## config.mk

```make
export PLATFORM = sky130hd
export DESIGN_NAME = kuantalama_tablo
export DESIGN_NICKNAME = d
export VERILOG_FILES = /design/src/rtl/kuantalama_tablo.sv
export SDC_FILE = /design/constraint.sdc
export NUM_CORES = 2
export LEC_CHECK = 0
export CORE_UTILIZATION = 30
export CTS_BUF_LIST = sky130_fd_sc_hd__clkbuf_4
export DETAILED_ROUTE_END_ITERATION = 12
export DONT_BUFFER_PORTS = 1
export MAX_ROUTING_LAYER = met4
export SYNTH_ARGS = -nofsm -noshare
export SYNTH_HDL_FRONTEND = slang
export SYNTH_SLANG_ARGS = --single-unit
```

## constraint.sdc

```tcl
create_clock -name clk_i -period 10.3 [get_ports clk_i]
set_clock_uncertainty 0.2 [all_clocks]
set_input_delay 2.06 -clock clk_i [delete_from_list [all_inputs] [get_ports clk_i]]
set_output_delay 2.06 -clock clk_i [all_outputs]
set_load 0.01 [all_outputs]
```

## src/rtl/kuantalama_tablo.sv

```systemverilog
// Purpose : JPEG quantisation table store; loads Annex K defaults after reset,
//           then serves raster/zigzag reads as IEEE-754 single-precision floats.
// Latency : 2 cycles from request acceptance to data_valid_o, 1 result/cycle.
// Backpres: valid/ready on both sides; a stalled output freezes the whole pipe
//           and drops req_ready_o until data_ready_i returns.
//
// Ports
//   clk_i, rst_ni              single clock, synchronous active-low reset
//   wr_en_i/wr_tbl_i/wr_addr_i/wr_data_i
//                              runtime table write (raster address, 8-bit Q)
//   req_valid_i/req_ready_o/req_tbl_i/req_addr_i/zigzag_i
//                              read request; zigzag_i selects zigzag indexing
//   data_valid_o/data_ready_i/data_o
//                              read result as a float
//   init_done_o                default tables loaded, block in RUN
module kuantalama_tablo #(
  parameter int N_TABLE = 2,
  parameter int DATA_W  = 32
) (
  input  logic              clk_i,
  input  logic              rst_ni,
  input  logic              wr_en_i,
  input  logic [1:0]        wr_tbl_i,
  input  logic [5:0]        wr_addr_i,
  input  logic [7:0]        wr_data_i,
  input  logic              req_valid_i,
  output logic              req_ready_o,
  input  logic [1:0]        req_tbl_i,
  input  logic [5:0]        req_addr_i,
  input  logic              zigzag_i,
  output logic              data_valid_o,
  input  logic              data_ready_i,
  output logic [DATA_W-1:0] data_o,
  output logic              init_done_o
);

  localparam int         DEPTH = N_TABLE * 64;
  localparam int         AW    = $clog2(DEPTH);
  localparam logic [7:0] LAST  = 8'(DEPTH - 1);
  localparam logic [2:0] NT    = 3'(N_TABLE);

  localparam logic [0:0] ST_INIT = 1'b0;
  localparam logic [0:0] ST_RUN  = 1'b1;

  // Annex K luminance, raster order.
  localparam logic [7:0] LUMA_Q [64] = '{
    8'd16, 8'd11, 8'd10, 8'd16, 8'd24,  8'd40,  8'd51,  8'd61,
    8'd12, 8'd12, 8'd14, 8'd19, 8'd26,  8'd58,  8'd60,  8'd55,
    8'd14, 8'd13, 8'd16, 8'd24, 8'd40,  8'd57,  8'd69,  8'd56,
    8'd14, 8'd17, 8'd22, 8'd29, 8'd51,  8'd87,  8'd80,  8'd62,
    8'd18, 8'd22, 8'd37, 8'd56, 8'd68,  8'd109, 8'd103, 8'd77,
    8'd24, 8'd35, 8'd55, 8'd64, 8'd81,  8'd104, 8'd113, 8'd92,
    8'd49, 8'd64, 8'd78, 8'd87, 8'd103, 8'd121, 8'd120, 8'd101,
    8'd72, 8'd92, 8'd95, 8'd98, 8'd112, 8'd100, 8'd103, 8'd99
  };

  // Annex K chrominance, raster order.
  localparam logic [7:0] CHROMA_Q [64] = '{
    8'd17, 8'd18, 8'd24, 8'd47, 8'd99, 8'd99, 8'd99, 8'd99,
    8'd18, 8'd21, 8'd26, 8'd66, 8'd99, 8'd99, 8'd99, 8'd99,
    8'd24, 8'd26, 8'd56, 8'd99, 8'd99, 8'd99, 8'd99, 8'd99,
    8'd47, 8'd66, 8'd99, 8'd99, 8'd99, 8'd99, 8'd99, 8'd99,
    8'd99, 8'd99, 8'd99, 8'd99, 8'd99, 8'd99, 8'd99, 8'd99,
    8'd99, 8'd99, 8'd99, 8'd99, 8'd99, 8'd99, 8'd99, 8'd99,
    8'd99, 8'd99, 8'd99, 8'd99, 8'd99, 8'd99, 8'd99, 8'd99,
    8'd99, 8'd99, 8'd99, 8'd99, 8'd99, 8'd99, 8'd99, 8'd99
  };

  // Zigzag position -> raster address.
  localparam logic [5:0] ZIGZAG [64] = '{
    6'd0,  6'd1,  6'd8,  6'd16, 6'd9,  6'd2,  6'd3,  6'd10,
    6'd17, 6'd24, 6'd32, 6'd25, 6'd18, 6'd11, 6'd4,  6'd5,
    6'd12, 6'd19, 6'd26, 6'd33, 6'd40, 6'd48, 6'd41, 6'd34,
    6'd27, 6'd20, 6'd13, 6'd6,  6'd7,  6'd14, 6'd21, 6'd28,
    6'd35, 6'd42, 6'd49, 6'd56, 6'd57, 6'd50, 6'd43, 6'd36,
    6'd29, 6'd22, 6'd15, 6'd23, 6'd30, 6'd37, 6'd44, 6'd51,
    6'd58, 6'd59, 6'd52, 6'd45, 6'd38, 6'd31, 6'd39, 6'd46,
    6'd53, 6'd60, 6'd61, 6'd54, 6'd47, 6'd55, 6'd62, 6'd63
  };

  // Q is an integer 1..255, so the float is exact: exponent from the leading
  // one, remaining bits left-aligned into the mantissa. Q=0 maps to +0.0.
  function automatic logic [31:0] q_to_float(input logic [7:0] q);
    logic [2:0] msb;
    logic [7:0] norm;
    msb = 3'd0;
    for (int i = 0; i < 8; i++) begin
      if (q[i]) msb = 3'(i);
    end
    norm = q << (3'd7 - msb);
    if (q == 8'd0) q_to_float = 32'd0;
    else           q_to_float = {1'b0, 8'd127 + {5'd0, msb}, norm[6:0], 16'd0};
  endfunction

  logic [0:0]    state;
  logic [7:0]    init_cnt;
  logic [7:0]    q_mem [DEPTH];
  logic          in_run;

  logic [7:0]    init_val;
  logic [AW-1:0] init_idx;
  logic          wr_ok;
  logic [AW-1:0] wr_idx;
  logic [7:0]    wr_val;
  logic [5:0]    rd_raster;
  logic          rd_ok;
  logic [AW-1:0] rd_idx;

  logic          s1_vld;
  logic [7:0]    s1_q;

  assign in_run      = (state == ST_RUN);
  assign req_ready_o = in_run && (!data_valid_o || data_ready_i);

  assign init_val = (init_cnt[7:6] == 2'd0) ? LUMA_Q[init_cnt[5:0]]
                                            : CHROMA_Q[init_cnt[5:0]];
  assign init_idx = AW'(init_cnt);

  assign wr_ok  = in_run && wr_en_i && ({1'b0, wr_tbl_i} < NT);
  assign wr_idx = AW'({wr_tbl_i, wr_addr_i});
  // A zero divisor is meaningless for quantisation; clamp it to 1.
  assign wr_val = (wr_data_i == 8'd0) ? 8'd1 : wr_data_i;

  assign rd_raster = zigzag_i ? ZIGZAG[req_addr_i] : req_addr_i;
  assign rd_ok     = ({1'b0, req_tbl_i} < NT);
  assign rd_idx    = AW'({req_tbl_i, rd_raster});

  // Table storage. INIT owns the write port; runtime writes only in RUN.
  // The registered read in the pipeline sees the pre-write contents, which
  // gives read-old-value on a same-entry collision.
  always_ff @(posedge clk_i) begin
    if (rst_ni) begin
      if (state == ST_INIT) q_mem[init_idx] <= init_val;
      else if (wr_ok)       q_mem[wr_idx]   <= wr_val;
    end
  end

  always_ff @(posedge clk_i) begin
    if (!rst_ni) begin
      state        <= ST_INIT;
      init_cnt     <= 8'd0;
      init_done_o  <= 1'b0;
      s1_vld       <= 1'b0;
      s1_q         <= 8'd0;
      data_valid_o <= 1'b0;
      data_o       <= '0;
    end else begin
      if (state == ST_INIT) begin
        init_cnt <= init_cnt + 8'd1;
        if (init_cnt == LAST) begin
          state       <= ST_RUN;
          init_done_o <= 1'b1;
        end
      end

      // Both stages move together; req_ready_o already folds in the
      // downstream stall, so a held output freezes stage 1 as well.
      if (req_ready_o) begin
        s1_vld       <= req_valid_i;
        s1_q         <= (req_valid_i && rd_ok) ? q_mem[rd_idx] : 8'd0;
        data_valid_o <= s1_vld;
        data_o       <= DATA_W'(q_to_float(s1_q));
      end
    end
  end

endmodule

```

======== Word level (Yosys, flattened, before mapping) ========
Memory sizes are Yosys's and may differ from the RTL's.
Index checks and enable logic that the tools add are counted.
cells by class
  multipliers ............................. 0
  bitwise operators ....................... 3
  div/mod/pow operators ................... 0
  add/sub/neg operators ................... 3
  equal/unequal tests ..................... 1
  reduce and logical (&&, ||, !) cells .... 11
  mux-type cells .......................... 32
  magnitude comparators ................... 4
  shift operators ......................... 1
operator list
  cell                                                             number
  8-bit two-way mux                                                8
  31-bit two-way mux                                               1
  3-bit two-way mux                                                8
  6-bit two-way mux                                                3
  8-bit logical NOT                                                2
  7-bit greater-or-equal comparator, second input constant         2
  6-bit inverter with 7-bit output                                 2
  1-bit two-way mux                                                11
  7-bit by 3-bit adder with 8-bit output, first input constant     1
  8-bit by 1-bit adder with 8-bit output, second input constant    1
  8-bit by 7-bit == test with 1-bit output, second input constant  1
  8-bit OR reduction                                               1
  8-bit by 3-bit << shifter with 7-bit output                      1
  7-bit two-way mux                                                1
  1-bit logical AND                                                4
  2-bit < comparator, second input constant                        2
  3-bit subtractor, first input constant                           1
  2-bit logical NOT                                                1
  2-bit AND reduction                                              1
  1-bit logical NOT                                                1
  1-bit logical OR                                                 1
  1-bit inverter                                                   1
storage, ports and cells
  ROM bits ................................ 1408
  logic and storage cells ................. 66
  memories ................................ 4
  bits of input ports ..................... 30
  register bits ........................... 52
  latch bits .............................. 0
  bits in writable memories ............... 1024
memories
  name             words  bits a word  rd ports  clocked after memory_dff  write ports  line  text
  q_mem            128    8            1         0                         1            97    logic [7:0] q_mem [DEPTH];
  (no name shown)  64     8            1         0                         0            116   : CHROMA_Q[init_cnt[5:0]];
  (no name shown)  64     8            1         0                         0            115   assign init_val = (init_cnt[7:6] == 2'd0) ? LUMA_Q[init_cnt[5:0]]
  (no name shown)  64     6            1         0                         0            124   assign rd_raster = zigzag_i ? ZIGZAG[req_addr_i] : req_addr_i;

======== Logic depth before layout (Yosys ltp) ========
  depth in word-level cells ............... 12
  gate-level depth with buffers ........... 17

======== Least setup slack after synthesis ========
No wires, ideal clock.
  path kind ............................... input-to-reg
  start point ............................. input rst_ni
  end point ............................... memory q_mem[0][0], data pin
  arrival ................................. 8.198 ns
  stages on the path ...................... 6
  buffers on the path ..................... 3
  setup slack ............................. 0.706 ns
  library setup time ...................... 1.197 ns
  cell sequence ........................... clkbuf_1 inv_2 or3_1 clkbuf_1 clkbuf_1 o21ai_0
on the way
  longest elaborated chain between the ends .. 4
ends and longest elaborated chain
  item                                     line  text
  start, declared                          21    input logic rst_ni,
  1-bit two-way mux                        132   if (rst_ni) begin
  1-bit two-way mux (implied by the code)  134   else if (wr_ok) q_mem[wr_idx] <= wr_val;
  8-bit OR reduction (no source line)      n/a
  8-bit two-way mux (no source line)       n/a
  end, declared                            97
No other way between the ends.

======== Worst setup path in the final report ========
  start point ............................. input req_addr_i[0]
  end point ............................... register s1_q[1]
on the way
  longest elaborated chain between the ends .. 7
ends and longest elaborated chain
  item                                                    line  text
  start, declared                                         29    input logic [5:0] req_addr_i,
  6-bit inverter with 7-bit output (implied by the code)  124
  memory read 64 x 6 bit                                  n/a
  6-bit two-way mux (implied by the code) (2 in series)   124
  6-bit two-way mux *                                     124
  memory read 128 x 8 bit *                               n/a
  8-bit two-way mux *                                     160   s1_q <= (req_valid_i && rd_ok) ? q_mem[rd_idx] : 8'd0;
  end signal, assigned                                    160
  end, declared                                           110   logic [7:0] s1_q;
Mark *: on every way between the ends. The rest lies on a longest branch, timed or not. The select of a mux whose other input is x is not followed.
A chain may end at the register's enable or synchronous reset.

==> reports/qor.yml <==
placement:
  place_area_sq_um: 46410
  port_buffers: 0
  hpwl_mm: 72.84
  gp_congestion: 0.8824
worst_setup_path:
  crit_fanout: 74
  criticalPathCategory: "in -> reg"
  crit_slowest_cell: "a2111oi_0"
  slowest_delay_ns: 0.89
  startpoint_type: "input port"
  arrival_ns: 6.91
  required_ns: 11.14
  worst_setup_path_end_kind: "flip-flop"
  crit_top_cell: "buf_4"
  path_cells: "inv_1 > ha_1 > nand2_2 > a21boi_0 > mux4_2 > a211oi_4 > buf_4 > nor2_4 > buf_4 > nand2_1 > o22ai_1 > a2111oi_0 > nor4_1 > or3_1"
timing:
  max_slew_margin_pct: 3.563
  fin_crit_sh_pct: 58.90
  setup-tns-final_ns: 0
  tightest_slew_ns: 1.410
  finalSetupViolCount: 0
  hold_viol: 0
  rsz0062_at_grt: "no"
  clock.fmax_mhz: 164.8
  drv_slew: 0
  period_needed_ns: 6.067
logic_synthesis:
  yosysWarnings: 0
  synth_top_area_share_pct: 69.09
  synth_largest_area_cell: "edfxtp_1"
  avgSynthCellArea_sq_um: 13.34
  synth_compound_area_share_pct: 8.442
  synthArstFlopShare_pct: 0
  synth_edf_count: 1024
  ys_seq_area_share_pct: 70.57
  yosys.area_share.simple_pct: 12.87
  synth_cell_type_count: 86
  synthMuxAreaShare_pct: 4.329
  synth_fa_ha_area_share_pct: 0.7309
  synth_top_family_by_area: "simple AND/OR/NAND/NOR gates"
  synth_area_sq_um: 44510
  synth_flop_cell: "edfxtp_1"
  ys_ff_latch: 1057
  synth_xor_xnor_area_share_pct: 0.1574
  syn_inst: 3336
  ys_top_cells_by_area: "edfxtp_1, nand2_1, mux2i_1, nor2_1, and3_1"
clocking:
  cts_max_path_buffers: 4
  cts-buffers-inserted: 287
  clk-insertion-delay-late_ns: 1.10
  cts_setup_buffers: 0
  htree_levels: 5
  clk_pin_slew_worst_paths_ns: 0.07
  cts_hold_repair.buffers: 0
  cts_tree: "yes"
  cts_sinks: 1057
  cts_resized: 0
  cts_root_buf: "clkbuf_4"
floorplanning:
  row_count: 140
  die_w_um: 387.2
  initial_utilization_pct: 30.39
  coreArea_sq_um: 146400
  die_h_um: 387.2
  boundaryPins: 65
  die-area_sq_um: 149900
drt:
  route.detailed.wl_per_inst_um: 22.42
  drc_errors: 0
  drtIter0Drc: 3143
  first_pass_iters: 5
  routed_wl_mm: 124.1
  viasPerCell: 5.238
  num_vias: 28970
  ant_nets: 0
grt:
  grtUsageTotal_pct: 16.62
  grt_pass1_wl_mm: 182.6
  grt_overflow: 0
  top_usage_layer: "met2"
  use_met1_pct: 22.10
  antenna_found_initial: 6
  use_met2_pct: 25.18
  grt_pass1_vias: 28090
  grt_use_met3_pct: 3.337
  grt_max_degree: 158
run:
  maxCapViolCount: 0
final_layout:
  final_cell_mix: "edfxtp_1, nand2_1, clkbuf_4"
  layout_commonest_cell: "edfxtp_1"
  nets: 3508
  postLayoutCellArea_sq_um: 49660
  syn2layout_area_growth_pct: 11.58
  final_core_util_pct: 33.91
  drive_gt1_share_pct: 14.53
pwr:
  vdd.ir_drop.worst_v: 0.0001118
  p_per_area_nw_per_um2: 186.8
  leakage_nw: 16.91
min_path:
  hp-class: "reg -> reg"
run_status:
  status: "finished, final reports clean"
## worst paths after layout
path                 end  slack, ns           from  cells past startpoint
max reg2reg  q_mem[2][3]       5.38    init_cnt[0]                     10
max              s1_q[1]       4.23  req_addr_i[0]                     14
min               s1_vld       0.26         s1_vld                      2
min reg2reg       s1_vld       0.26         s1_vld                      2
## routing by layer
| layer | routed length [um] | vias to the layer above | share of wire [%] |
|---|---|---|---|
| met5 | 0 | - | 0 |
| met4 | 2730 | 0 | 2.2 |
| met3 | 10350 | 179 | 8.3 |
| met2 | 57840 | 1322 | 47 |
| met1 | 53130 | 14470 | 43 |
| li1 | - | 13010 | - |
## synthesized netlist by cell type, drive strengths merged (7+ instances only)
library cell,n
edfxtp,1024
nand2,630
nor2,240
mux2i,161
and3,133
nand3,133
buf,124
clkbuf,124
a31oi,92
a211oi,88
o21ai,59
a311oi,54
a21oi,43
o22ai,40
dfxtp,33
ha,26
inv,24
o2111ai,22
a2111oi,18
a32oi,18
nand2b,17
or3,17
nor3,16
nor4b,16
o31ai,14
o211ai,13
a22oi,12
mux4,12
nand3b,11
nand4,11
nor4,11
a221oi,10
o221ai,10
o22a,8
and2,7
and3b,7
nor2b,7
## worst max-delay path, delay by kind of cell
kind            cells  cell delay, ns
simple gates        5            1.07
mux                 1            0.53
compound gates      4            1.53
fa+ha+maj           1            0.41
buf+inv             3            1.21
## metrics by stage
stage	cells	hold slack [ns]	worst slack (ns)	total power (W)
6_report	5532	0.2603	4.233	0.009276
5_1_grt	5528	0.2975	4.122	0.009629
4_1_cts	5523	0.2639	4.399	0.009335
3_5_place_dp	5080	0.2542	3.150	0.005896
3_3_place_gp	5080	0.2503	3.198	0.005891
2_1_floorplan	3352	0.2368	0.7058	0.005559
## state kept, by name, indices dropped and copies added (netlist names)
register,flops
s1_vld,1
init_done_o,1
data_o,13
q_mem,1024
in_run,1
data_valid_o,1
init_cnt,8
s1_q,8
## cell families (layout without fill, tap and decap cells)
kind of cell,Yosys count,after routing
AOI/OAI and AO/OA,526,526
muxes,177,177
other,1,26
DFF,1057,1057
adders and majority gates,26,26
buffers and inverters,273,527
and+or+nand+nor,1268,1268
xor gates and xnor gates,8,8
## area by class of cell
class	count	area, sq um
fillers	14390	96780
inverters	25	93.84
clock inverters	51	281.5
flip-flops and latches	1057	31410
clock buffers	392	2943
repair buffers	59	480.5
diodes	9	22.52
multi-input cells	2022	12030
well taps	1917	2399
## report_power, final
group          internal [W]  switching (W)  total, W  leakage (nW)
clock               0.00181        0.00165   0.00346          1.96
combinational      0.000264       0.000748   0.00101          5.07
sequential          0.00480     0.00000554   0.00480          9.88
(Power assumes the default switching activity.)
